<file path="src/rtl/tiny8_encoder.sv">
// tiny8_encoder: packs opcode/register/operand fields into 8-bit words, buffers them in a small FIFO and
// streams them to program memory at an auto-incrementing address. Optional macro: TINY8_ENC_WRAP_EN.
module tiny8_encoder #(
  parameter int FIFO_DEPTH = 4,
  parameter int ADDR_W     = 8
) (
  input  logic              clk,
  input  logic              rst_n,
  input  logic              in_valid,
  output logic              in_ready,
  input  logic [1:0]        opcode,
  input  logic [1:0]        rs,
  input  logic [1:0]        rd,
  input  logic [1:0]        delta2,
  input  logic [3:0]        imm4,
  input  logic              use_imm,
  input  logic              base_load,
  input  logic [ADDR_W-1:0] base_addr,
  output logic              mem_we,
  output logic [ADDR_W-1:0] mem_addr,
  output logic [7:0]        mem_wdata,
  input  logic              mem_ack,
  output logic              empty,
  output logic              overflow
);

  localparam int IDX_W = (FIFO_DEPTH > 1) ? $clog2(FIFO_DEPTH) : 1;
  localparam int CNT_W = IDX_W + 1;
  localparam logic [CNT_W-1:0] FULL_CNT = CNT_W'(FIFO_DEPTH);

  logic [7:0]        fifo_q [FIFO_DEPTH];
  logic [IDX_W-1:0]  rd_idx_q, rd_idx_d;
  logic [IDX_W-1:0]  wr_idx_q, wr_idx_d;
  logic [CNT_W-1:0]  count_q, count_d;
  logic [ADDR_W-1:0] ptr_q, ptr_d;
  logic              overflow_q, overflow_d;

  logic [7:0] word_s;
  logic       empty_s, full_s, we_s, ready_s, push_s, pop_s, wrap_hit_s;

  always_comb begin
    word_s  = {opcode, rs, (use_imm ? imm4 : {rd, delta2})};
    empty_s = (count_q == {CNT_W{1'b0}});
    full_s  = (count_q == FULL_CNT);
    we_s    = !empty_s && !overflow_q;
    // rst_n gates ready so nothing looks acceptable while reset is held
    ready_s = rst_n && !full_s && !overflow_q && !base_load;
    push_s  = in_valid && ready_s;
    pop_s   = we_s && mem_ack;
`ifdef TINY8_ENC_WRAP_EN
    wrap_hit_s = 1'b0;
`else
    wrap_hit_s = pop_s && (ptr_q == {ADDR_W{1'b1}});
`endif
  end

  always_comb begin
    rd_idx_d   = rd_idx_q;
    wr_idx_d   = wr_idx_q;
    count_d    = count_q;
    ptr_d      = ptr_q;
    overflow_d = overflow_q;
    if (push_s) begin
      wr_idx_d = wr_idx_q + IDX_W'(1);
    end else begin
      wr_idx_d = wr_idx_q;
    end
    if (pop_s) begin
      rd_idx_d = rd_idx_q + IDX_W'(1);
      ptr_d    = ptr_q + ADDR_W'(1);
    end else begin
      rd_idx_d = rd_idx_q;
      ptr_d    = ptr_q;
    end
    case ({push_s, pop_s})
      2'b10:   count_d = count_q + CNT_W'(1);
      2'b01:   count_d = count_q - CNT_W'(1);
      default: count_d = count_q;
    endcase
    // The last address was just written: freeze the pointer and drop everything still buffered
    if (wrap_hit_s) begin
      overflow_d = 1'b1;
      ptr_d      = ptr_q;
      count_d    = {CNT_W{1'b0}};
      rd_idx_d   = {IDX_W{1'b0}};
      wr_idx_d   = {IDX_W{1'b0}};
    end else if (base_load && empty_s) begin
      ptr_d      = base_addr;
      overflow_d = 1'b0;
    end else begin
      overflow_d = overflow_q;
    end
  end

  always_ff @(posedge clk or negedge rst_n) begin
    if (!rst_n) begin
      rd_idx_q   <= {IDX_W{1'b0}};
      wr_idx_q   <= {IDX_W{1'b0}};
      count_q    <= {CNT_W{1'b0}};
      ptr_q      <= {ADDR_W{1'b0}};
      overflow_q <= 1'b0;
    end else begin
      rd_idx_q   <= rd_idx_d;
      wr_idx_q   <= wr_idx_d;
      count_q    <= count_d;
      ptr_q      <= ptr_d;
      overflow_q <= overflow_d;
    end
  end

  // Word storage needs no reset: it is only read while the count marks the slot as valid
  always_ff @(posedge clk) begin
    if (push_s) begin
      fifo_q[wr_idx_q] <= word_s;
    end
  end

  always_comb begin
    in_ready  = ready_s;
    mem_we    = we_s;
    mem_addr  = ptr_q;
    mem_wdata = we_s ? fifo_q[rd_idx_q] : 8'h00;
    empty     = empty_s;
    overflow  = overflow_q;
  end

endmodule

</file>
<file path="config.mk">
export PLATFORM = sky130hd
export DESIGN_NAME = tiny8_encoder
export DESIGN_NICKNAME = d
export VERILOG_FILES = /design/src/rtl/tiny8_encoder.sv
export SDC_FILE = /design/constraint.sdc
export NUM_CORES = 1
export LEC_CHECK = 0
export CELL_PAD_IN_SITES_DETAIL_PLACEMENT = 0
export CELL_PAD_IN_SITES_GLOBAL_PLACEMENT = 1
export CORE_MARGIN = 8
export CORE_UTILIZATION = 35
export CTS_BUF_LIST = sky130_fd_sc_hd__clkbuf_4
export DETAILED_ROUTE_END_ITERATION = 16
export PLACE_DENSITY = 0.8
export SLEW_MARGIN = 25
export SYNTH_ARGS = -nofsm -noshare
export SYNTH_HDL_FRONTEND = slang
export SYNTH_SLANG_ARGS = --single-unit
</file>
<file path="constraint.sdc">
create_clock -name clk -period 2.3 [get_ports clk]
set_input_delay 0.575 -clock clk [delete_from_list [all_inputs] [get_ports clk]]
set_output_delay 0.575 -clock clk [all_outputs]
set_load 0.1 [all_outputs]
</file>
Word level (Yosys, flattened, before mapping). Memory sizes are Yosys's and may differ from the RTL's. Cells that the tools add are included. Widths: inputs -> output; s select.

Shifts and indexed selects: 0. Multiplexer cells: 14. Multipliers: 0. Div/mod/pow operators: 0. $lt $le $gt $ge: 0. Bitwise logic cells: 1. $add $sub $neg: 5. Equal/unequal tests: 4. Reductions and logical operators: 19.

Operator list (count): $mux 8 (3); $add 8x1->8 const B (1); $eq 8x8->1 const B (1); $logic_and 1x1->1 (8); $mux 2 (4); $reduce_bool 2->1 (4); $pmux 3 s2 (1); $add 2x1->2 const B (2); $logic_not 1->1 (4); $mux 1 (4); $mux 4 (1); $add 3x1->3 const B (1); $eq 3x3->1 const B (1); $logic_not 3->1 (1); $mux 3 (1); $reduce_bool 3->1 (1); $sub 3x1->3 const B (1); $eq 2x1->1 const B (1); $eq 2x2->1 const B (1); $reduce_and 2->1 (1); $not 1->1 (1).

Bits of input ports: 26. Register bits after elaboration: 16. RAM bits: 32. Bits in latches: 0. Memories: 1. Bits in read-only memories: 0.

Memories: fifo_q (words 4, width 8, rd ports 1, clocked after memory_dff 0, write ports 1, RTL line 31) `logic [7:0] fifo_q [FIFO_DEPTH];`.

Logic depth before layout (Yosys ltp).
Depth in word-level cells: 9. Depth in mapped cells: 8.

Worst setup path after synthesis. No wires, ideal clock.

Path kind: flip-flop to output port. From: register overflow_q, in the netlist overflow. To: output port mem_wdata[0]. Stages on the path, launching flop included: 3. Data arrival time: 3.260 ns. Data required time: 1.725 ns. Setup slack: -1.535 ns. Buffers on the path: 0. Path through: dfrtp_1 nor2_1 and2_1.

Word-level cells in the longest chain between the ends: 3.

RTL lines: start: declaration (RTL line 36) `logic overflow_q, overflow_d;`; start signal: assignment (RTL line 107) `overflow_q <= overflow_d;`; $logic_not 1->1 (RTL line 45) `we_s = !empty_s && !overflow_q;`; $logic_and 1x1->1 (RTL line 45); via mem_we (RTL line 19) `output logic mem_we,`; $mux 8 (RTL line 122) `mem_wdata = we_s ? fifo_q[rd_idx_q] : 8'h00;`; end: declaration (RTL line 21) `output logic [7:0] mem_wdata,`.

The timed path passes the listed nets, and every way through them passes these cells.

Worst setup path after layout.
From: register rd_idx_q[0]. To: output port mem_wdata[5].

Word-level cells in the longest chain between the ends: 2.

RTL lines: start: declaration (RTL line 32) `logic [IDX_W-1:0] rd_idx_q, rd_idx_d;`; start signal: assignment (RTL line 97) `rd_idx_q <= {IDX_W{1'b0}};`; start signal: assignment (RTL line 103) `rd_idx_q <= rd_idx_d;`; $mem_v2 4x8; $mux 8 (RTL line 122).

No other way between the ends.

==> flow_metrics.env <==
export IMPL_cts_root_buf="clkbuf_4"
export IMPL_drt_initial_drc_count=62
export IMPL_antennaDiodeCount=0
export IMPL_grt_overflow=0
export IMPL_arrival_ns=1.77
export IMPL_cts_htree_levels=2
export IMPL_synth_edf_count=32
export IMPL_violations="negative setup slack"
export IMPL_clock_skew_final_ns=0.0137
export IMPL_clkSinkCount=48
export IMPL_tightestPinTransition_ns=0.457
export IMPL_port_buffers=45
export IMPL_endpoint_kind="output port"
export IMPL_utilization_pct=50.0
export IMPL_final_cells=306
export IMPL_slew_violations=0
export IMPL_slew_headroom_pct=69.5
export IMPL_dp_cells=296
export IMPL_ys_seq_area_share_pct=60.1
export IMPL_whs_ns=0.576
export IMPL_grt_pass1_vias=1503
export IMPL_met1Wirelength_um=2130
export IMPL_ios=46
export IMPL_place_hpwl_um=3470
export IMPL_synth_common_cells="32 x edfxtp_1, 16 x dfrtp_1, 16 x nor2_1"
export IMPL_finalCritPeriodShare_pct=102
export IMPL_globalplace_congestion=0.788
export IMPL_syn_area_um2=2260
export IMPL_routed_wl_um=4780
export IMPL_numCtsBuffers=5
export IMPL_grtUsageTotal_pct=10.9
export IMPL_antenna_found_initial=0
export IMPL_grt_pass1_wl_um=7710
export IMPL_synth_fp_nets=195
export IMPL_synth_flop_cell="edfxtp_1"
export IMPL_synth_cell_types=39
export IMPL_routed_via_density=4.89
export IMPL_nets=260
export IMPL_firstDrtPassIters=4
export IMPL_wl_met3_um=148
export IMPL_postRouteAntennaNets=0
export IMPL_yosysWarnings=0
export IMPL_synth_area_per_cell_um2=13.9
export IMPL_cts_tree="yes"
export IMPL_design_core_area_um2=6310
export IMPL_synth_cells=163
export IMPL_critical_path_required_ns=1.73
export IMPL_finalSetupViolCount=8
export IMPL_fmax_mhz=427
export IMPL_start_util_pct=35.9
export IMPL_grt_setup_unrepaired="yes"
export IMPL_vias=1496
export IMPL_ys_top_cells_by_area="edfxtp_1 42%, dfrtp_1 18%, mux4_2 8.0%"
export IMPL_fp_dieArea_um2=9300
export IMPL_outcome="complete, but fails checks"
export IMPL_hold_path_class="flip-flop to flip-flop"
export IMPL_wl_met2_um=2450
export IMPL_post_synth_top_count_cell="edfxtp_1"
export IMPL_nFillCells=564
export IMPL_clkTransAtPathRegs_ns=0.15
export IMPL_cts_hold_buf=0
export IMPL_grt_max_degree=17
export IMPL_hold_viol_final=0
export IMPL_ys_seq_elements=48
export IMPL_cts_max_path_buffers=2
export IMPL_areaGrowthSynthToFinish_pct=39.5
export IMPL_fp_dieW_um=96.4
export IMPL_async_flop_share_pct=33.3
export IMPL_fin_ws_ns=-0.0407
export IMPL_crit_fanout=8
export IMPL_routedWlPerCell_um=15.6
export IMPL_start_kind="flip-flop"
export IMPL_num_rows=29
export IMPL_synth_top_area_cell="edfxtp_1"
export IMPL_synth_top_area_share_pct=42.4
export IMPL_worstSetupPathType="flip-flop to output port"
export IMPL_clock_latency_ns=0.35
export IMPL_route_detailed_drc=0
export IMPL_maxCapViolations=0
export IMPL_die_h_um=96.4
export IMPL_drive_gt1_share_pct=34.1
export IMPL_highest_layer="met4"
export IMPL_fin_crit_ns=2.34
## layer usage
metal  up-vias  GRT usage, %
met3         5          2.40
met1       745          14.0
li1        728             -
met2        18          17.9
met5         -             0
met4         0          3.40
## stage by stage
stage	setup TNS [ns]	setup slack (ns)	area [um2]
2_1_floorplan	-0.121	-0.0152	2300
3_3_place_gp	-0.174	-0.112	3050
3_5_place_dp	-0.251	-0.173	3050
4_1_cts	-0.408	-0.0652	3160
5_1_grt	-0.799	-0.117	3160
6_report	-0.229	-0.0407	3160
## final timing paths
path | from | endpoint | slack, ns | cells past startpoint
max reg2reg | count_q[2] | count_q[2] | 0.25 | 7
max | rd_idx_q[0] | mem_wdata[5] | -0.04 | 4
min in group asynchronous | rst_n | mem_addr[5] | 0.77 | 3
min reg2reg | mem_addr[0] | mem_addr[0] | 0.58 | 1
min | mem_addr[0] | mem_addr[0] | 0.58 | 1
max in group asynchronous | rst_n | overflow | 1.31 | 3
## what timing repair did
item / CTS / global route
endpoints found under the setup margin: 9 / 8
pin swaps: 0 / 0
setup buffers: 2 / 0
resized for setup: 3 / 0
## kinds of logic (layout without fill, tap and decap cells)
kind of cell    Yosys count  after routing  share of synthesized area, %
fa+ha+maj                 6              6                          3.65
buf+inv                   8             74                          1.99
simple gates             64             64                          15.1
compound gates           15             15                          4.31
xor+xnor                  7              7                          3.54
mux                      15             15                          11.3
flops                    48             48                          60.1
## cell type report
| cell class | instances | area [um2] | share of cell area [%] |
|---|---|---|---|
| inverters | 4 | 22.5 | 0.713 |
| flip-flops and latches | 48 | 1370 | 43.2 |
| clock inverters | 3 | 46.3 | 1.47 |
| well taps | 77 | 96.3 | 3.05 |
| clock buffers | 5 | 37.5 | 1.19 |
| repair buffers | 62 | 703 | 22.3 |
| multi-input cells | 107 | 888 | 28.1 |
## worst max-delay path, cell delays in order (launching register included)
cell,delay (ns)
dfrtp_1,0.43
buf_12,0.16
mux4_2,0.50
and2_4,0.16
buf_12,0.16
## flip-flops by register name, indices dropped and copies added, names as in the netlist
name      count
fifo_q       32
mem_addr      8
count_q       3
rd_idx_q      2
wr_idx_q      2
overflow      1
## layout by cell type (no fill, tap or decap), types with 2 or more instances in the layout
cell type / count
a21oi_1: 5
and2_1: 5
and2_4: 8
and4b_1: 2
buf_12: 14
buf_4: 23
clkbuf_4: 5
clkdlybuf4s50_1: 25
dfrtp_1: 13
dfrtp_2: 3
edfxtp_1: 32
ha_1: 5
inv_1: 3
mux2_2: 4
mux2i_1: 3
mux4_2: 8
nand2_1: 11
nand3_1: 8
nand4_1: 3
nor2_1: 14
nor2_2: 2
nor3_1: 3
o21ai_0: 2
o21ai_1: 3
xnor2_1: 4
xor2_1: 2
Power is left out: the tool's default activity adds up to more than one toggle a clock period on the data nets, which glitch-free logic cannot reach.
